## src/rtl/internalram_busctrl_pkg.sv

```systemverilog
// internalram_busctrl_pkg: bus-sequencer state encoding and internal-RAM map defaults
// Exports: bus_state_e (3-bit binary FSM states), IRAM_BASE, IRAM_AW
package tang68k_pkg;
   typedef enum logic [2:0] {
      S_IDLE    = 3'd0,
      S_DECODE  = 3'd1,
      S_READ    = 3'd2,
      S_WRITE   = 3'd3,
      S_ACK     = 3'd4,
      S_RELEASE = 3'd5
   } bus_state_e;
   localparam logic [23:0] IRAM_BASE = 24'h10_0000;
   localparam int          IRAM_AW   = 12;
endpackage

```

## src/rtl/internalram_busctrl_if.sv

```systemverilog
// internalram_busctrl_if: 68000 pin bundle plus the two-lane internal RAM port
// slave: bus controller side; master: CPU pins and RAM instance side
interface internalram_busctrl_if import tang68k_pkg::*; #(parameter int AW = IRAM_AW);
   logic          cpu_as_n, cpu_uds_n, cpu_lds_n, cpu_rw;
   logic [23:1]   cpu_addr;
   logic [15:0]   cpu_data_in, cpu_data_out;
   logic          cpu_data_oe, cpu_dtack_n;
   logic [AW-1:0] ram_addr;
   logic [15:0]   ram_wdata, ram_rdata;
   logic          ram_we_hi, ram_we_lo;
   modport slave (
      input  cpu_as_n, cpu_uds_n, cpu_lds_n, cpu_rw, cpu_addr, cpu_data_in, ram_rdata,
      output cpu_data_out, cpu_data_oe, cpu_dtack_n, ram_addr, ram_wdata, ram_we_hi, ram_we_lo
   );
   modport master (
      output cpu_as_n, cpu_uds_n, cpu_lds_n, cpu_rw, cpu_addr, cpu_data_in, ram_rdata,
      input  cpu_data_out, cpu_data_oe, cpu_dtack_n, ram_addr, ram_wdata, ram_we_hi, ram_we_lo
   );
endinterface

```

## src/rtl/internalram_busctrl_sync2.sv

```systemverilog
// sync2: two-flop synchroniser that resets to 1 (inactive for active-low strobes)
// Ports: clk, reset, d_i asynchronous input, q_o synchronised output
module sync2 (
   input  logic clk,
   input  logic reset,
   input  logic d_i,
   output logic q_o
);
   logic [1:0] sync_q;
   always_ff @(posedge clk)
      if (reset) sync_q <= 2'b11;
      else       sync_q <= {sync_q[0], d_i};
   assign q_o = sync_q[1];
endmodule

```

## src/rtl/internalram_busctrl.sv

```systemverilog
// internalram_busctrl: sequences 68000 bus cycles onto the two byte-lane internal RAMs
// Ports: clk, reset (sync, active high), bus (slave modport: CPU pins and RAM port)
module internalram_busctrl import tang68k_pkg::*; #(
   parameter logic [23:0] BASE       = IRAM_BASE,
   parameter int          AW         = IRAM_AW,
   parameter int          RD_LATENCY = 1
) (
   input  logic                  clk,
   input  logic                  reset,
   internalram_busctrl_if.slave  bus
);
   bus_state_e state_q;
   logic       as_s, uds_s, lds_s, rw_q, armed_q, hit;
   logic [1:0] cnt_q, vld_q;
   sync2 u_as_sync  (.clk(clk), .reset(reset), .d_i(bus.cpu_as_n),  .q_o(as_s));
   sync2 u_uds_sync (.clk(clk), .reset(reset), .d_i(bus.cpu_uds_n), .q_o(uds_s));
   sync2 u_lds_sync (.clk(clk), .reset(reset), .d_i(bus.cpu_lds_n), .q_o(lds_s));
   assign hit = bus.cpu_addr[23:AW+1] == BASE[23:AW+1];
   // vld_q marks when as_s has flushed its reset value; armed_q is set once AS is
   // genuinely seen high, so a cycle already running at reset release is ignored.
   always_ff @(posedge clk) begin
      if (reset) begin
         state_q          <= S_IDLE;
         cnt_q            <= '0;
         vld_q            <= '0;
         armed_q          <= 1'b0;
         rw_q             <= 1'b1;
         bus.cpu_dtack_n  <= 1'b1;
         bus.cpu_data_oe  <= 1'b0;
         bus.cpu_data_out <= '0;
         bus.ram_addr     <= '0;
         bus.ram_wdata    <= '0;
         bus.ram_we_hi    <= 1'b0;
         bus.ram_we_lo    <= 1'b0;
      end else begin
         vld_q         <= {vld_q[0], 1'b1};
         armed_q       <= armed_q | (vld_q[1] & as_s);
         bus.ram_we_hi <= 1'b0;
         bus.ram_we_lo <= 1'b0;
         case (state_q)
            S_IDLE: if (!as_s) begin
               bus.ram_addr <= bus.cpu_addr[AW:1];
               rw_q         <= bus.cpu_rw;
               state_q      <= armed_q ? S_DECODE : S_RELEASE;
            end
            S_DECODE: begin
               state_q <= as_s ? S_IDLE : !hit ? S_RELEASE : rw_q ? S_READ : S_WRITE;
               cnt_q   <= 2'(RD_LATENCY);
            end
            S_READ:
               if (as_s) state_q <= S_IDLE;
               else if (cnt_q == 2'd0) begin
                  bus.cpu_data_out <= bus.ram_rdata;
                  bus.cpu_data_oe  <= 1'b1;
                  bus.cpu_dtack_n  <= 1'b0;
                  state_q          <= S_ACK;
               end else cnt_q <= cnt_q - 2'd1;
            S_WRITE:
               if (as_s) state_q <= S_IDLE;
               else if (!uds_s || !lds_s) begin
                  bus.ram_wdata <= bus.cpu_data_in;
                  bus.ram_we_hi <= !uds_s;
                  bus.ram_we_lo <= !lds_s;
                  state_q       <= S_ACK;
               end
            S_ACK: begin
               bus.cpu_dtack_n <= as_s;
               if (as_s) begin
                  bus.cpu_data_oe <= 1'b0;
                  state_q         <= S_IDLE;
               end
            end
            S_RELEASE: if (as_s) state_q <= S_IDLE;
            default: state_q <= S_IDLE;
         endcase
      end
   end
endmodule

```

## src/flat_wrapper.sv

```systemverilog
// flat-port wrapper written by rule: the top's interface ports become plain ports
module internalram_busctrl_flat import tang68k_pkg::*;
#(
   parameter logic [23:0] BASE       = IRAM_BASE,
   parameter int          AW         = IRAM_AW,
   parameter int          RD_LATENCY = 1
)
  (clk, reset, bus_cpu_as_n, bus_cpu_uds_n, bus_cpu_lds_n, bus_cpu_rw, bus_cpu_addr, bus_cpu_data_in, bus_ram_rdata, bus_cpu_data_out, bus_cpu_data_oe, bus_cpu_dtack_n, bus_ram_addr, bus_ram_wdata, bus_ram_we_hi, bus_ram_we_lo);
  internalram_busctrl_if #(.AW(AW)) bus_i ();
  input  logic clk;
  input  logic reset;
  input wire logic [$bits(bus_i.cpu_as_n)-1:0] bus_cpu_as_n;
  input wire logic [$bits(bus_i.cpu_uds_n)-1:0] bus_cpu_uds_n;
  input wire logic [$bits(bus_i.cpu_lds_n)-1:0] bus_cpu_lds_n;
  input wire logic [$bits(bus_i.cpu_rw)-1:0] bus_cpu_rw;
  input wire logic [$bits(bus_i.cpu_addr)-1:0] bus_cpu_addr;
  input wire logic [$bits(bus_i.cpu_data_in)-1:0] bus_cpu_data_in;
  input wire logic [$bits(bus_i.ram_rdata)-1:0] bus_ram_rdata;
  output wire logic [$bits(bus_i.cpu_data_out)-1:0] bus_cpu_data_out;
  output wire logic [$bits(bus_i.cpu_data_oe)-1:0] bus_cpu_data_oe;
  output wire logic [$bits(bus_i.cpu_dtack_n)-1:0] bus_cpu_dtack_n;
  output wire logic [$bits(bus_i.ram_addr)-1:0] bus_ram_addr;
  output wire logic [$bits(bus_i.ram_wdata)-1:0] bus_ram_wdata;
  output wire logic [$bits(bus_i.ram_we_hi)-1:0] bus_ram_we_hi;
  output wire logic [$bits(bus_i.ram_we_lo)-1:0] bus_ram_we_lo;
  assign bus_i.cpu_as_n = bus_cpu_as_n;
  assign bus_i.cpu_uds_n = bus_cpu_uds_n;
  assign bus_i.cpu_lds_n = bus_cpu_lds_n;
  assign bus_i.cpu_rw = bus_cpu_rw;
  assign bus_i.cpu_addr = bus_cpu_addr;
  assign bus_i.cpu_data_in = bus_cpu_data_in;
  assign bus_i.ram_rdata = bus_ram_rdata;
  assign bus_cpu_data_out = bus_i.cpu_data_out;
  assign bus_cpu_data_oe = bus_i.cpu_data_oe;
  assign bus_cpu_dtack_n = bus_i.cpu_dtack_n;
  assign bus_ram_addr = bus_i.ram_addr;
  assign bus_ram_wdata = bus_i.ram_wdata;
  assign bus_ram_we_hi = bus_i.ram_we_hi;
  assign bus_ram_we_lo = bus_i.ram_we_lo;
  internalram_busctrl #(.BASE(BASE), .AW(AW), .RD_LATENCY(RD_LATENCY)) u_core (.clk(clk), .reset(reset), .bus(bus_i));
endmodule
```

## config.mk

```make
export PLATFORM = sky130hd
export DESIGN_NAME = internalram_busctrl_flat
export DESIGN_NICKNAME = d
export VERILOG_FILES = /design/src/rtl/internalram_busctrl_pkg.sv /design/src/rtl/internalram_busctrl_if.sv /design/src/rtl/internalram_busctrl_sync2.sv /design/src/rtl/internalram_busctrl.sv /design/src/flat_wrapper.sv
export SDC_FILE = /design/constraint.sdc
export NUM_CORES = 1
export LEC_CHECK = 0
export CAP_MARGIN = 20
export CORE_ASPECT_RATIO = 0.6
export CORE_MARGIN = 8
export CORE_UTILIZATION = 44
export CTS_CLUSTER_SIZE = 28
export DETAILED_ROUTE_END_ITERATION = 16
export GPL_ROUTABILITY_DRIVEN = 1
export PLACE_DENSITY = 0.87
export RECOVER_POWER = 50
export SETUP_SLACK_MARGIN = 0.05
export SLEW_MARGIN = 5
export SYNTH_ARGS = -nofsm -noshare
export SYNTH_HDL_FRONTEND = slang
export SYNTH_SLANG_ARGS = --single-unit
export TNS_END_PERCENT = 20
```

## constraint.sdc

```tcl
create_clock -name clk -period 2.3 [get_ports clk]
set_clock_uncertainty 0.05 [all_clocks]
set_input_delay 0.46 -clock clk [delete_from_list [all_inputs] [get_ports clk]]
set_output_delay 0.46 -clock clk [all_outputs]
set_load 0.03 [all_outputs]
```

== Word level (Yosys, flattened, before mapping) ==
Cells that the tools add are included.

* Register bits: 63
* Input bits: 61
* Output and inout bits: 48
* Logic and storage cells: 74

* $add $sub $neg: 1
* Equal/unequal tests: 14
* Muxes and demuxes: 22
* Bitwise operators: 5
* Reduce and logical (&&, ||, !) cells: 16

{| class="wikitable"
|+ Operators with widths
! kind !! number
|-
| $mux W3 || 9
|-
| $pmux W3 S5 || 1
|-
| $reduce_and A3 Y1 || 4
|-
| $eq A11 B8 Y1 const B || 1
|-
| $ne A2 B2 Y1 const B || 4
|-
| $reduce_and A4 Y1 || 2
|-
| $mux W1 || 7
|-
| $eq A3 B2 Y1 const B || 2
|-
| $eq A3 B3 Y1 const B || 2
|-
| $ne A3 B2 Y1 const B || 2
|-
| $mux W2 || 2
|-
| $ne A2 B1 Y1 const B || 2
|-
| $pmux W1 S2 || 2
|-
| $pmux W2 S2 || 1
|-
| $reduce_bool A2 Y1 || 2
|-
| $reduce_or A4 Y1 || 1
|-
| $eq A3 B1 Y1 const B || 1
|-
| $logic_not A3 Y1 || 1
|-
| $not A1 Y1 || 3
|-
| $logic_not A1 Y1 || 2
|-
| $logic_not A2 Y1 || 1
|-
| $reduce_and A2 Y1 || 1
|-
| $reduce_or A2 Y1 || 1
|-
| $sub A2 B1 Y2 const B || 1
|-
| other kinds (3) || 3
|}

== Depth between registers and ports, before layout ==
Gate-level depths: netlist (run 1).

* Word-level depth: 5
* Depth in mapped cells: 7
* Gate-level depth less buffers: 6

== Cells and area by module ==
Synthesis (run 1) repeated with hierarchy kept, for this count alone.

* Cell total of the unflattened synthesis: 247
* Area, all modules: 2329.7 µm²

{| class="wikitable"
|+ By module, submodules not included
! module !! instances !! cells each !! area an instance (µm²) !! sequential area each (µm²)
|-
| internalram_busctrl || 1 || 235 || 2172.1 || 1141.1
|-
| sync2 || 3 || 4 || 52.6 || 40.0
|}

== Worst setup path after synthesis (run 1) ==
OpenSTA, ideal clock, no wires.

* Path kind: register to register
* Start: reg u_core.cnt_q[0]
* End: reg u_core.cnt_q[1]
* Library setup time: 0.115 ns
* Arrival: 1.414 ns
* Data required time: 2.135 ns
* Setup slack: 0.722 ns
* Stages on the path, launching flop included: 7
* Buffers on the path: 0
* Clock period less this slack: 1.578 ns
* Path through: dfxtp_1 inv_1 ha_1 or3b_2 a21oi_1 nor2_1 o21a_1

* Longest elaborated chain between the ends: 4
* Elaborated cells between the ends (all ways): 7
* Classes of those cells: 1 x add/sub; 1 x eq/ne; 3 x mux; 2 x reduce/logical

{| class="wikitable"
|+ RTL lines
! what !! line !! text
|-
| from (decl) || internalram_busctrl.sv:14 || <nowiki>logic [1:0] cnt_q, vld_q;</nowiki>
|-
| from (signal assigned) || internalram_busctrl.sv:48 || <nowiki>cnt_q <= 2'(RD_LATENCY);</nowiki>
|-
| from (signal assigned) || internalram_busctrl.sv:57 || <nowiki>end else cnt_q <= cnt_q - 2'd1;</nowiki>
|-
| $sub A2 B1 Y2 || internalram_busctrl.sv:57 ||
|-
| $mux W2 || internalram_busctrl.sv:52 || <nowiki>else if (cnt_q == 2'd0) begin</nowiki>
|-
| $mux W2 || internalram_busctrl.sv:51 || <nowiki>if (as_s) state_q <= S_IDLE;</nowiki>
|-
| $pmux W2 S2 || internalram_busctrl.sv:40 || <nowiki>case (state_q)</nowiki>
|}

Several ways; a longest one is shown, not always the timed one. The select of a mux whose other input is x is not followed.
A chain may end at the register's enable or synchronous reset.

==> results of run 1 <==
==> cell type report <==
cell class	instances	area, µm²	share of cell area, %
repair buffers	117	1130	31.1
clock inverters	3	42.5	1.17
inverters	4	15.0	0.414
clock buffers	13	149	4.11
flip-flops and latches	63	1260	34.8
multi-input cells	200	947	26.1
well taps	66	82.6	2.28
==> cell families (layout without fill, tap and decap cells) <==
logic type	Yosys count	count (layout)	synth area share, %
simple gates	136	136	25.4
flops	63	63	54.5
compound gates	62	62	14.8
buf+inv	22	137	4.27
fa+ha+maj	1	1	0.541
mux	1	1	0.433
==> per-layer routing <==
metal	share of wire (%)	wire length (µm)	up-vias	track usage [%]
li1	-	-	1158	-
met1	42	2730	1046	20.0
met2	43	2810	90	23.1
met3	14	905	8	9.55
met4	0.94	61	0	4.91
met5	0	0	-	0
==> layout by cell type, fill, tap and decap left out, types with 2 or more instances in the layout <==
| master | n |
|---|---|
| clkbuf_1 | 6 |
| nand2b_1 | 3 |
| clkdlybuf4s50_1 | 107 |
| nand2_1 | 97 |
| clkbuf_2 | 3 |
| dfxtp_1 | 63 |
| o21a_1 | 2 |
| nor4_1 | 3 |
| a21oi_1 | 49 |
| buf_4 | 4 |
| and3_1 | 3 |
| a31oi_1 | 2 |
| clkbuf_8 | 10 |
| o21ai_0 | 3 |
| or2_2 | 6 |
| inv_1 | 4 |
| nor2_1 | 11 |
| nand3_1 | 7 |
==> flip-flops by register name (all words and copies together), names as in the netlist, 2 cells and up <==
register / cells
u_core.bus.cpu_data_out: 16
u_core.bus.ram_wdata: 16
u_core.bus.ram_addr: 12
u_core.state_q: 3
u_core.cnt_q: 2
u_core.u_as_sync.sync_q: 2
u_core.u_lds_sync.sync_q: 2
u_core.u_uds_sync.sync_q: 2
u_core.vld_q: 2
==> path summary, 6_finish.rpt <==
path                                                     to  slack [ns]  depth (start not counted)
worst max register to register  u_core.bus.cpu_data_out[10]        0.41                          6
worst min register to register  u_core.u_lds_sync.sync_q[1]        0.36                          1
worst max-delay path                      u_core.state_q[0]        0.30                          6
worst min-delay path            u_core.u_lds_sync.sync_q[1]        0.36                          1
==> power by group through the flow <==
| stage | sequential (mW) | clock, mW | combinational, mW |
|---|---|---|---|
| 2_1_floorplan | 1.16 | 0 | 0.0529 |
| 3_3_place_gp | 1.15 | 0 | 0.191 |
| 3_5_place_dp | 1.15 | 0 | 0.194 |
| 4_1_cts | 1.12 | 0.946 | 0.195 |
| 5_1_grt | 1.13 | 0.992 | 0.207 |
| 6_report | 1.12 | 0.922 | 0.192 |
==> stage by stage <==
stage | worst slack [ns] | util, % | std cells
CTS | 0.401 | 72.1 | 466
finish | 0.302 | 71.7 | 466
floorplan | 0.722 | - | 285
global placement | 0.466 | 68.3 | 450
detailed placement | 0.378 | 68.3 | 450
global route | 0.158 | 71.7 | 466
==> metrics.txt, run 1 <==
Hold Path Class=reg2reg; WP data required=roughly 2.5 ns; Die Width=~110 µm; TritonCTS clock tree=done; Root Buffer=clkbuf_8; Longest Clk Path Bufs=2; distinct cell type count after synthesis=31; Post-synth EDFFs=0; Port Buffer Count=between 100 and 150; Fill cells=418; max frequency=0.500 GHz; maximum VDD drop=423 µV; Clock Power Share=41.2%; buffers and inverters on the worst path=2; drt wl/cell=around 14 µm; Via density=a little under 5; Comb pwr share=approximately 8.6%; most frequent cells after synthesis=97 x nand2_1, 63 x dfxtp_1, 49 x a21oi_1; Tmin final=2.00 ns; grt ovf=0; initial antenna violation count=0; Int Power=1.76 mW; Placer Congestion=about 0.77; starting density of the core=a little under half; fin crit share=between 80% and 90%; ANT nets after route=0; peak fanout along the critical path=28; Critical Path End Type=flop; Worst-path clk slew=about 0.06 ns; post-detail-place hpwl=~5000 µm; Hold Startpoint=u_core.u_lds_sync.sync_q[0]; measured slew at the worst slew-check pin=around 0.86 ns; Post-layout nets=457; H-tree Lvls=3; maxcap violations=0; Detailed Routing Iterations Pass 1=4; row cnt=20; Layout Cell Area excl Fill=between 3000 and 4000 µm²; total chip power=approximately 2.2 mW; share of the yosys chip area belonging to registers=roughly 55%; Resized Gates After CTS=0; Post-CTS Setup Repair Bufs=0; CP delay by family, top=buffers and inverters; ys async rst share=0%; Antenna Diode Count=0; PwrDens=about 620 nW/µm²; Yosys reg bits=63; cts hold-fix bufs=0; crit path cell chain=clkbuf_1 > clkbuf_2 > nor2_1 > nand2_1 > a31oi_1 > a31o_2; Max stage delay on crit path=around 0.63 ns; count leader, synth=nand2_1; Rel. slew slack=42.6%; largest net degree at the start of global routing=29; beginning of the critical path=reset; vias in the first global route=between 2,000 and 2,500; Mapped Area=around 2300 µm²; unrepaired setup endpoints after global routing=no; Worst R2R Start=u_core.state_q[2]; top cell type by total area after synthesis=dfxtp_1; Final Max Tran Viols=0; top post-synthesis cells by area=dfxtp_1 55%, nand2_1 16%, a21oi_1 11%; crit path DAT=about 2.2 ns; layout cells sized above 1=under 10%; Residual DRC=0; via count=approximately 2,300; Setup Viol. Count Final=0; status=complete, no violations; top_reg_cell synth=dfxtp_1; final WL=about 6500 µm; die area=roughly 7900 µm²; Syn Inst Count=around 290; CTS Buf Count=9; Area Overhead vs Synth=56.8%; CP max-delay cell=clkbuf_1; Hold Fails Final Rpt=0; Post-Syn Nets=~350; switching power total=~0.48 mW; DP Area=3450 µm²; first-pass GRT wire length=a little over 10,000 µm; clock sink total=63; Worst Path Class, Setup=in2reg; leakage power=1.27 nW; Critical Path Start Type=input port; Syn Area/Cell=8.11 µm²; Worst-Skew Late Latency=approximately 0.33 ns; GRT Overall Usage=approximately 16%; Vert. Die Dim=around 72 µm; share of power burned in registers=50.2%; Ys Warns=0; First DRT Iteration DRCs=between 100 and 150; Placeable Area=roughly 5000 µm²; total I/O pin count=around 110; Hold Slack=between 0.3 and 0.4 ns; Switching Fraction=between 20% and 30%; post-synth top area share=a little over half; total negative slack=0 ns
Power figures use the tool's default switching activity.
==> inputs of run 2 (changes only) <==
Settings changed: CORE_MARGIN 8 to default.
==> metrics.txt, run 2 (synthesis gave the netlist of run 1 again) <==
status=complete, no violations; Rel. slew slack=40.9% (-1.7 points); Critical Path Start Type=flop; Fill cells=396 (-5.3%); TritonCTS clock tree=done; Post-CTS Setup Repair Bufs=0 (unchanged); CP delay by family, top=flip-flops; post-detail-place hpwl=4310 µm (-13%); PwrDens=641 nW/µm² (+3.9%); layout cells sized above 1=8.29% (+0.79 points); GRT Overall Usage=22.7% (+6.4 points); Die Width=95.6 µm (-13%); pre-CTS setup slack=0.360 ns (-0.0174 ns); First DRT Iteration DRCs=100 (-21%); total I/O pin count=109 (unchanged); Hold Path Class=reg2reg; crit path cell chain=inv_1 > nor4_1 > nand2b_1 > a2111oi_1; final worst slack=0.382 ns (+0.0803 ns); leakage power=1.28 nW (+1.2%); Antenna Diode Count=0 (unchanged); biggest regs=u_core.bus.cpu_data_out (16), u_core.bus.ram_wdata (16), u_core.bus.ram_addr (12); maximum VDD drop=441 µV (+4.2%); beginning of the critical path=u_core.state_q[0]; maxcap violations=0 (unchanged); Vert. Die Dim=58.2 µm (-19%); Longest Clk Path Bufs=2 (unchanged); final WL=5970 µm (-8.2%); max frequency=0.521 GHz (+4.2%); ANT nets after route=0 (unchanged); flip-flop and latch area=1260 µm² (unchanged); Setup crit end=u_core.state_q[2]; buffers and inverters on the worst path=1 (-1); non-filler cells in the finished layout=464 (-0.43%); Critical Path End Type=flop; Detailed Routing Iterations Pass 1=4 (unchanged); fin util=72.2% (+0.47 points); WP data required=2.46 ns (about the same); unrepaired setup endpoints after global routing=no; crit path DAT=2.08 ns (-0.08 ns); drt wl/cell=12.9 µm (-7.9%); measured slew at the worst slew-check pin=0.887 ns (+0.0260 ns); Worst R2R Start=u_core.state_q[0]; Worst-path clk slew=0.07 ns (about the same); Residual DRC=0 (unchanged); Worst R2R Path Depth=4 (-2); H-tree Lvls=3 (unchanged); first-pass GRT wire length=9360 µm (-8.5%); commonest non-fill, non-tap cell in the layout=clkdlybuf4s50_1; Root Buffer=clkbuf_8; Hold Fails Final Rpt=0 (unchanged); vias in the first global route=2,062 (-5.1%); Tmin final=1.92 ns (-0.0803 ns); grt ovf=0 (unchanged); Worst-Skew Late Latency=0.34 ns (about the same); CP max-delay cell=dfxtp_1; Resized Gates After CTS=0 (unchanged); initial antenna violation count=0 (unchanged); CTS Buf Count=9 (unchanged); clock sink total=63 (unchanged); RR Endpoint=u_core.state_q[2]; most frequent cells in the layout=104 x clkdlybuf4s50_1, 97 x nand2_1, 63 x dfxtp_1; fin crit share=83.4% (-3.5 points); total chip power=2.34 mW (+4.6%); Hold Slack=0.357 ns (-0.00766 ns); Placeable Area=5050 µm² (unchanged); peak fanout along the critical path=15 (-46%); Setup Viol. Count Final=0 (unchanged); total negative slack=0 ns (unchanged); area of the multi-input gates=952 µm² (+0.53%); DP Cell Count=448 (-0.44%); DP Area=3440 µm² (-0.43%); via count=2,277 (-1.1%); cts hold-fix bufs=0 (unchanged); Port Buffer Count=108 (unchanged); die area=5560 µm² (-30%); Max stage delay on crit path=0.62 ns (about the same); Layout Cell Area excl Fill=3650 µm² (+0.66%); Final Max Tran Viols=0 (unchanged); Worst Path Class, Setup=reg2reg; starting density of the core=45.7% (unchanged); Post-layout nets=455 (-0.44%); largest net degree at the start of global routing=38 (+31%); register-to-register setup slack=0.38 ns (-0.03 ns); Placer Congestion=0.757 (-1.6%); Area Overhead vs Synth=57.8%; Worst path depth=4 (-2); Via density=4.91 (-0.66%); row cnt=20 (unchanged)
-- run 2: cell count changes in the layout (fill, tap and decap cells not counted), sizes merged --
cell / before / now
clkbuf: 19 / 12
clkdlybuf4s50: 107 / 104
dlygate4sd3: 0 / 3
buf: 4 / 6
bufinv: 1 / 2
clkinv: 1 / 2
clkinvlp: 1 / 2
-- run 2: layer usage --
| metal | GRT usage, % | part of all wire, % | up-vias |
|---|---|---|---|
| met5 | 0 | 0 | - |
| met4 | 9.59 | 1.6 | 0 |
| met3 | 11.8 | 11 | 9 |
| met2 | 34.3 | 44 | 82 |
| met1 | 27.1 | 43 | 1037 |
| li1 | - | - | 1149 |
-- run 2: cell type report --
class | count | area share [%]
inverter | 4 | 0.412
timing repair buffer | 115 | 30.8
multi-input combinational | 200 | 26.1
tap | 66 | 2.26
clock buffer | 10 | 3.50
sequential | 63 | 34.6
clock inverter | 6 | 2.33
-- run 2: power breakdown --
part / total (mW) / internal [mW] / switching [mW]
logic: 0.191 / 0.120 / 0.0708
registers: 1.12 / 1.11 / 0.0146
clock network: 1.03 / 0.606 / 0.420
-- run 2: how the worst min path moves through the flow --
| stage | start | end | slack (ns) | depth (start not counted) |
|---|---|---|---|---|
| 6_report | u_core.u_as_sync.sync_q[0] | u_core.u_as_sync.sync_q[1] | 0.36 | 1 |
| 5_1_grt | u_core.u_as_sync.sync_q[0] | u_core.u_as_sync.sync_q[1] | 0.37 | 1 |
| 4_1_cts | u_core.u_uds_sync.sync_q[0] | u_core.u_uds_sync.sync_q[1] | 0.36 | 1 |
| 3_5_place_dp | u_core.u_uds_sync.sync_q[0] | u_core.u_uds_sync.sync_q[1] | 0.35 | 1 |
| 3_3_place_gp | u_core.u_as_sync.sync_q[0] | u_core.u_as_sync.sync_q[1] | 0.35 | 1 |
| 2_1_floorplan | u_core.u_as_sync.sync_q[0] | u_core.u_as_sync.sync_q[1] | 0.34 | 1 |
-- run 2: worst register-to-register path, delay by kind of cell (launching register included) --
kind / cells / cell delay [ns]
DFF: 1 / 0.62
and+or+nand+nor: 2 / 0.51
AOI/OAI and AO/OA: 1 / 0.43
buffers and inverters: 1 / 0.19
==> inputs of run 3 (changes only) <==
Settings changed: CORE_UTILIZATION 44 to 40, PLACE_DENSITY 0.87 to 0.81.
Clock period 2.3 ns to 2 ns, I/O delays scaled along.
==> metrics.txt, run 3 (synthesis gave the netlist of run 1 again) <==
final WL=6100 µm (+2.0%); buffers and inverters on the worst path=1 (unchanged); cts hold-fix bufs=0 (unchanged); register-to-register setup slack=0.25 ns (-0.13 ns); total I/O pin count=109 (unchanged); DP Area=3490 µm² (+1.4%); Antenna Diode Count=0 (unchanged); RR Endpoint=u_core.bus.ram_wdata[11]; Hold Path Class=in2reg; Hold Fails Final Rpt=0 (unchanged); drt wl/cell=12.6 µm (-1.8%); Critical Path End Type=output port; Worst R2R Path Depth=5 (+1); Setup Viol. Count Final=0 (unchanged); non-filler cells in the finished layout=482 (+3.9%); Worst Hold Path EP=u_core.vld_q[0]; Worst-path clk slew=0.06 ns (about the same); biggest regs=u_core.bus.cpu_data_out (16), u_core.bus.ram_wdata (16), u_core.bus.ram_addr (12); layout cells sized above 1=8.96% (+0.66 points); Int Power=2.02 mW (+10%); peak fanout along the critical path=2 (-13); Worst-Skew Late Latency=0.34 ns (about the same); unrepaired setup endpoints after global routing=no; maximum VDD drop=552 µV (+25%); Die Width=100 µm (+4.8%); Final Max Tran Viols=0 (unchanged); Worst Path Class, Setup=reg2out; commonest non-fill, non-tap cell in the layout=clkdlybuf4s50_1; H-tree Lvls=3 (unchanged); Port Buffer Count=108 (unchanged); share of power burned in registers=49.7% (+1.7 points); Tmin final=about 1.8 ns; Clock Power Share=41.6% (-2.2 points); grt ovf=0 (unchanged); leakage power=1.29 nW (+0.77%); Residual DRC=0 (unchanged); DP Cell Count=466 (+4.0%); GRT Overall Usage=20.9% (-1.8 points); Post-CTS Setup Repair Bufs=0 (unchanged); crit path cell chain=clkdlybuf4s50_1; switching power total=0.576 mW (+14%); maxcap violations=0 (unchanged); post-detail-place hpwl=4310 µm (about the same); Vert. Die Dim=60.9 µm (+4.7%); First DRT Iteration DRCs=71 (-29%); ANT nets after route=0 (unchanged); total negative slack=0 ns (unchanged); crit path DAT=1.39 ns (-0.69 ns); largest net degree at the start of global routing=36 (-5.3%); Rel. slew slack=68.6% (+28 points); Hold Slack=0.342 ns (-0.0148 ns); first-pass GRT wire length=9430 µm (+0.66%); Max stage delay on crit path=0.70 ns (+0.08 ns); initial antenna violation count=0 (unchanged); Comb pwr share=8.6% (+0.4 points); Worst R2R Start=u_core.state_q[1]; PwrDens=708 nW/µm² (+10%); Resized Gates After CTS=0 (unchanged); starting density of the core=41.5% (-4.2 points); Placer Congestion=0.753 (-0.58%); fin crit share=91.8%; Hold Startpoint=reset; CTS Buf Count=9 (unchanged); clock sink total=63 (unchanged); max frequency=approximately 0.54 GHz; Root Buffer=clkbuf_8; TritonCTS clock tree=done; Switching Fraction=22.2% (+0.60 points); row cnt=21 (+5.0%); Detailed Routing Iterations Pass 1=4 (unchanged); vias in the first global route=2,080 (+0.87%); status=complete, no violations; Layout Cell Area excl Fill=3670 µm² (+0.58%); Area Overhead vs Synth=58.7%; via count=2,289 (+0.53%); most frequent cells in the layout=106 x clkdlybuf4s50_1, 97 x nand2_1, 63 x dfxtp_1; CP max-delay cell=clkdlybuf4s50_1; CP delay by family, top=buffers and inverters; Post-layout nets=459 (+0.88%); measured slew at the worst slew-check pin=0.470 ns (-0.417 ns); WP data required=1.55 ns (-0.91 ns); Hold Path Depth=2 (+1); Placeable Area=5570 µm² (+10%); Longest Clk Path Bufs=2 (unchanged); die area=6100 µm² (+9.7%); Critical Path Start Type=flop; Via density=4.75 (-3.2%)
run 3: stage by stage:
step	power (mW)	util, %	setup WS, ns
after floorplan	1.39	-	0.422
after global placement	1.54	62.6	0.249
final	2.60	65.9	0.165
after global routing	2.70	65.9	0.105
after CTS	2.63	66.0	0.137
after detailed placement	1.54	62.6	0.121
run 3: cell type report:
class,count,area (µm²)
fill,488,1900
sequential,63,1260
timing repair buffer,119,1150
multi-input combinational,200,951
clock buffer,12,145
tap,80,100
clock inverter,4,45.0
inverter,4,15.0
run 3: how the worst max path moves through the flow:
stage / from / to / slack (ns) / cells after the start
after floorplan: u_core.cnt_q[0] / u_core.cnt_q[1] / 0.42 / 6
after global placement: bus_cpu_addr[19] / u_core.state_q[2] / 0.25 / 5
after detailed placement: bus_cpu_addr[17] / u_core.state_q[0] / 0.12 / 5
after CTS: u_core.bus.ram_wdata[11] / bus_ram_wdata[11] / 0.14 / 1
after global routing: u_core.state_q[1] / u_core.bus.ram_wdata[11] / 0.10 / 5
final: u_core.bus.ram_wdata[11] / bus_ram_wdata[11] / 0.16 / 1
run 3: layer usage:
metal / global-route usage [%] / vias to the layer above / share of wire, %
li1: - / 1162 / -
met1: 24.7 / 1017 / 46
met2: 31.9 / 94 / 42
met3: 9.68 / 16 / 10
met4: 12.2 / 0 / 2.3
met5: 0 / - / 0
run 3: power by group through the flow:
stage	Sequential (mW)	Combinational, mW	Clock (mW)
final	1.29	0.224	1.08
after global routing	1.29	0.242	1.17
after CTS	1.29	0.226	1.11
after detailed placement	1.32	0.224	0
after global placement	1.32	0.222	0
after floorplan	1.33	0.0608	0
==> variant 1 (config.mk and constraints of run 3) <==
The 6 states of `bus_state_e` get a one-hot encoding in 6 bits.
--- a/src/rtl/internalram_busctrl_pkg.sv
+++ b/src/rtl/internalram_busctrl_pkg.sv
@@ -2,11 +2,11 @@
 // Exports: bus_state_e (3-bit binary FSM states), IRAM_BASE, IRAM_AW
 package tang68k_pkg;
-   typedef enum logic [2:0] {
-      S_IDLE    = 3'd0,
-      S_DECODE  = 3'd1,
-      S_READ    = 3'd2,
-      S_WRITE   = 3'd3,
-      S_ACK     = 3'd4,
-      S_RELEASE = 3'd5
+   typedef enum logic [5:0] {
+      S_IDLE    = 6'b000001,
+      S_DECODE  = 6'b000010,
+      S_READ    = 6'b000100,
+      S_WRITE   = 6'b001000,
+      S_ACK     = 6'b010000,
+      S_RELEASE = 6'b100000
    } bus_state_e;
    localparam logic [23:0] IRAM_BASE = 24'h10_0000;
Behaviour: no difference found for any inputs over 10 cycles, from zero or initial values and one cycle with reset high; not proved beyond that.
==> variant 1 against run 3 <==
  * Area after synthesis is 9.4% higher
  * Maximum frequency is 2.8% lower
  * Sequential cell count is 3 higher
  * Power is 3.7% higher
  * First-iteration DRC count is 130% higher
  * Critical path depth is 5 higher
  * Utilization is 1.3 points lower
  * Largest cell class unchanged
  * Worst setup slack worse by 0.054 ns
  * Worst hold slack better by 0.019 ns
  * Final area is 7.6% higher
  * Register-to-register slack worse by 0.14 ns
  * Wire length is 1.5% higher
==> variant 1: results (changes against run 3) <==
stage	metric	value	unit	change
cts	cts_setup_buffers	0		unchanged
synthesis	synth.area.top_cells	dfxtp_1 (52%), mux2i_1 (18%), nor2_1 (7.7%), or2_2 (1.5%), or3_1 (1.2%)		
global_route	grt_pass1_wl	10200	um	+8.0%
detailed_routing	wirelength	6190	um	+1.5%
global_route	grt_use_total	20.0	%	-0.93 points
synthesis	synth-adder-area-share	0.495	%	-0.046 points
critical_path	worst-path-max-fanout	6		+4
synthesis	synthMuxAreaShare	17.8	%	+17 points
critical_path	cp_data_arrival_time	2.08	ns	+0.69 ns
synthesis	ys_seq_area_share	52.3	%	-2.3 points
place	dp_slack	0.0332	ns	-0.0877 ns
place	postPlaceCellArea	3770	um2	+8.1%
synthesis	synth-xor-area-share	0.346	%	+0.35 points
cts	clkSlewWorstSetupHoldPaths	0.08	ns	+0.02 ns
critical_path	rr_worst_depth	6		+1
place	dpl.hpwl	4490	um	+4.1%
synthesis	synth.cells.most_frequent	dfxtp_1 (66), nor2_1 (52), mux2i_1 (45)		
final_layout	finish.cell_count_without_fillers	453		-6.0%
power_and_ir_drop	ir_worst_vdd	0.325	mV	-41%
critical_path	timing.rr.start	u_core.state_q[5]$_SDFFE_PP0P_		
synthesis	synth_cell_types	41		+32%
global_route	antenna_found_initial	0		unchanged
critical_path	critPathLaunchType	flip-flop		
synthesis	synth_area_per_cell	10.3	um2	+27%
final_layout	drive_gt1_share	10.8	%	+1.9 points
detailed_routing	viasPerCell	4.89		+3.0%
timing	hold_slack	0.362	ns	+0.0194 ns
critical_path	crit_end	u_core.cnt_q[0]$_SDFFE_PP0P_		
detailed_routing	drt_first_iter_violations	166		+130%
hold_path	hp-class	flip-flop to flip-flop		
critical_path	reg2reg_setup_slack	0.11	ns	-0.14 ns
synthesis	synth_flop_cell	dfxtp_1		
hold_path	min_path_cells	1		-1
run_status	status	finished clean		
place	place_congestion	0.936		+24%
cts	ctsResizeCount	1		+1
global_route	grt_max_degree	27		-25%
synthesis	synthArstFlopShare	0	%	unchanged
final_layout	n_fill_cell	515		+5.5%
timing	relSlewSlack	33.2	%	-35 points
global_route	grt_pass1_vias	2113		+1.6%
hold_path	hp-start	u_core.u_uds_sync.sync_q[1]$_SDFF_PP1_		
synthesis	synthesis.nets	308		-11%
power_and_ir_drop	p_leak	0.00167	uW	+29%
final_layout	reg.largest.list	u_core.bus.cpu_data_out: 16 flops, u_core.bus.ram_wdata: 16 flops, u_core.bus.ram_addr: 12 flops		
hold_path	hold_end	u_core.bus.ram_we_hi$_SDFF_PP0_		
final_layout	nNetsFinal	427		-7.0%
place	dp_cells	438		-6.0%
cts	cts_buffers	9		unchanged
synthesis	synth_compound_area_share	4.95	%	-9.8 points
timing	max_freq	529	MHz	-2.8%
==> variant 1: cell count changes in the layout (fill, tap and decap cells not counted), sizes merged, moves of 4 or more <==
cell,delta
nand2,-92
a21oi,-45
mux2i,+44
nor2,+41
clkdlybuf4s50,-36
dlygate4sd3,+36
nand3,-6
or3,+5
buf,+4
==> variant 1: layout make-up <==
cell class | count | share of cell area, %
Timing Repair Buffer | 123 | 30.5
Clock inverter | 6 | 1.71
Inverter | 6 | 0.570
Sequential cell | 66 | 33.5
Tap cell | 84 | 2.66
Clock buffer | 9 | 3.14
Multi-Input combinational cell | 159 | 27.9
==> variant 1: worst max-delay path: stages (launching register included) <==
cell and delay (ns):
dfxtp_1 0.31, buf_4 0.15, or4_4 0.57, nor3b_1 0.22, clkbuf_1 0.22, nor3_1 0.08
a211oi_1 0.20
==> variant 1: layer usage <==
metal	part of all wire [%]	GRT usage [%]
met4	1.2	7.04
met1	46	25.1
met5	0	0
met3	11	9.01
met2	42	30.1
==> variant 1: kinds of logic (layout without fill, tap and decap cells) <==
| kind of cell | Yosys count | in the layout |
|---|---|---|
| simple gates | 95 | 95 |
| flops | 66 | 66 |
| mux | 45 | 45 |
| buf+inv | 21 | 144 |
| compound gates | 17 | 17 |
| fa+ha+maj | 1 | 1 |
| xor+xnor | 1 | 1 |
==> variant 1: report_power, final <==
part | internal [uW] | switching [uW] | total (uW) | leakage (uW)
combinational | 159 | 94.8 | 253 | 0.00104
clock | 573 | 520 | 1090 | 0.0000917
sequential | 1330 | 11.2 | 1350 | 0.000535
total | 2070 | 626 | 2690 | 0.00167
==> variant 1: per-stage QoR <==
step	util (%)	total power, uW
CTS	64.9	2730
global placement	61.7	1630
global route	64.6	2820
finish	64.6	2690
detailed placement	61.7	1630
floorplan	-	1470
==> variant 2 (settings of run 3) <==
Without the edit above. `IRAM_AW`: 12 -> 11.
--- a/src/rtl/internalram_busctrl_pkg.sv
+++ b/src/rtl/internalram_busctrl_pkg.sv
@@ -11,5 +11,5 @@
    } bus_state_e;
    localparam logic [23:0] IRAM_BASE = 24'h10_0000;
-   localparam int          IRAM_AW   = 12;
+   localparam int          IRAM_AW   = 11;
 endpackage
 
Interface: changed (resized bus_ram_addr); port bits go from 109 to 108. No check against the original RTL was run, so the function may have changed too.
==> variant 2 against run 3 <==
  * Power is 0.81% lower
  * Cell count decreased by 8.1%
  * Count of clock-buffer cells in the layout stayed put
  * Maximum frequency is 2.2% lower
  * Highest routed layer unchanged
  * Sequential cell count shrank 1
  * Register-to-register slack lost 0.13 ns
  * Final area decreased by 0.75%
  * Largest cell class unchanged
  * Worst setup slack got worse by 0.041 ns
  * Wire length fell by 5.9%
  * Area after synthesis shrank 1.7%
==> variant 2: results (changes against run 3) <==
stage	metric	value	unit	change
run_status	status	finished clean		
power_and_ir_drop	p_leak	0.00141	uW	+9.2%
critical_path	cp_data_arrival_time	2.10	ns	+0.71 ns
hold_path	hold_end	u_core.u_as_sync.sync_q[1]$_SDFF_PP1_		
final_layout	n_antenna_cell	0		unchanged
critical_path	startpoint	u_core.cnt_q[1]$_SDFFE_PP0P_		
hold_path	hp-start	u_core.u_as_sync.sync_q[0]$_SDFF_PP1_		
critical_path	rr_worst_depth	6		+1
final_layout	reg.largest.list	u_core.bus.cpu_data_out: 16 flops, u_core.bus.ram_wdata: 16 flops, u_core.bus.ram_addr: 11 flops		
critical_path	timing.rr.start	u_core.cnt_q[1]$_SDFFE_PP0P_		
critical_path	critPathTopFamily	simple AND/OR/NAND/NOR gates		
critical_path	worst_setup_path_end_kind	flip-flop		
detailed_routing	met1Wirelength	2580	um	-8.0%
detailed_routing	dr_wl_met2	2500	um	-1.7%
synthesis	synthMuxAreaShare	7.04	%	+6.6 points
global_route	grt_pass1_vias	2144		+3.1%
detailed_routing	met3WireLength	621	um	+1.6%
timing	hold_slack	0.357	ns	+0.0151 ns
hold_path	min_path_cells	1		-1
synthesis	ys_seq_area_share	54.6	%	about the same
detailed_routing	post_drt_wl_per_cell	12.9	um	+2.4%
global_route	met3_usage	12.3	%	+2.6 points
timing	worst_pin_slew	0.708	ns	+0.238 ns
power_and_ir_drop	internal_power	2040	uW	+0.74%
cts	ctsResizeCount	2		+2
synthesis	synth_cell_types	34		+9.7%
global_route	grt_max_degree	25		-31%
place	dp_slack	0.0610	ns	-0.0599 ns
place	port-buffer-count	107		-0.93%
place	place_congestion	0.881		+17%
synthesis	synthesis.nets	323		-6.9%
detailed_routing	drt_first_iter_violations	62		-13%
global_route	grt_use_total	20.7	%	-0.17 points
critical_path	reg2reg_setup_slack	0.12	ns	-0.13 ns
detailed_routing	first_pass_iters	6		+2
synthesis	synthCells	261		-8.4%
synthesis	synth.cells.most_frequent	dfxtp_1 (62), nand2_1 (61), a21oi_1 (34)		
critical_path	worst-path-max-fanout	4		+2
global_route	grt_pass1_wl	9450	um	+0.22%
place	postPlaceCellArea	3440	um2	-1.3%
final_layout	nNetsFinal	434		-5.4%
synthesis	synth-adder-area-share	0.550	%	+0.0092 points
synthesis	synth_compound_area_share	11.1	%	-3.7 points
final_layout	drive_gt1_share	9.55	%	+0.59 points
cts	cts-root-buf	clkbuf_8		
global_route	grtUsageMet2	34.2	%	+2.3 points
timing	min_period	1.88	ns	+0.0414 ns
hold_path	hp-class	flip-flop to flip-flop		
[variant 2: changes by cell type after synthesis, sizes merged, moves of 4 or more]
cell / change
a21oi: -15
buf: -5
clkbuf: +4
mux2i: +15
nand2: -36
nor2: +9
nor3: +5
[variant 2: kinds of logic (layout without fill, tap and decap cells)]
kind of cell	count (synthesis)	count (layout)
and+or+nand+nor	113	113
buffers and inverters	23	139
AOI/OAI and AO/OA	46	46
muxes	16	16
adders and majority gates	1	1
DFF	62	62
[variant 2: power by group through the flow]
stage	sequential (uW)	combinational, uW	clock, uW
after floorplan	1310	57.6	0
after global placement	1290	225	0
after detailed placement	1290	229	0
after CTS	1270	229	1120
after global routing	1270	245	1190
final	1270	227	1080
[variant 2: area by class of cell]
class,count,area [um2]
fill,438,1610
sequential,62,1240
timing repair buffer,117,1140
multi-input combinational,176,955
clock buffer,12,155
tap,66,82.6
clock inverter,4,45.0
inverter,6,22.5
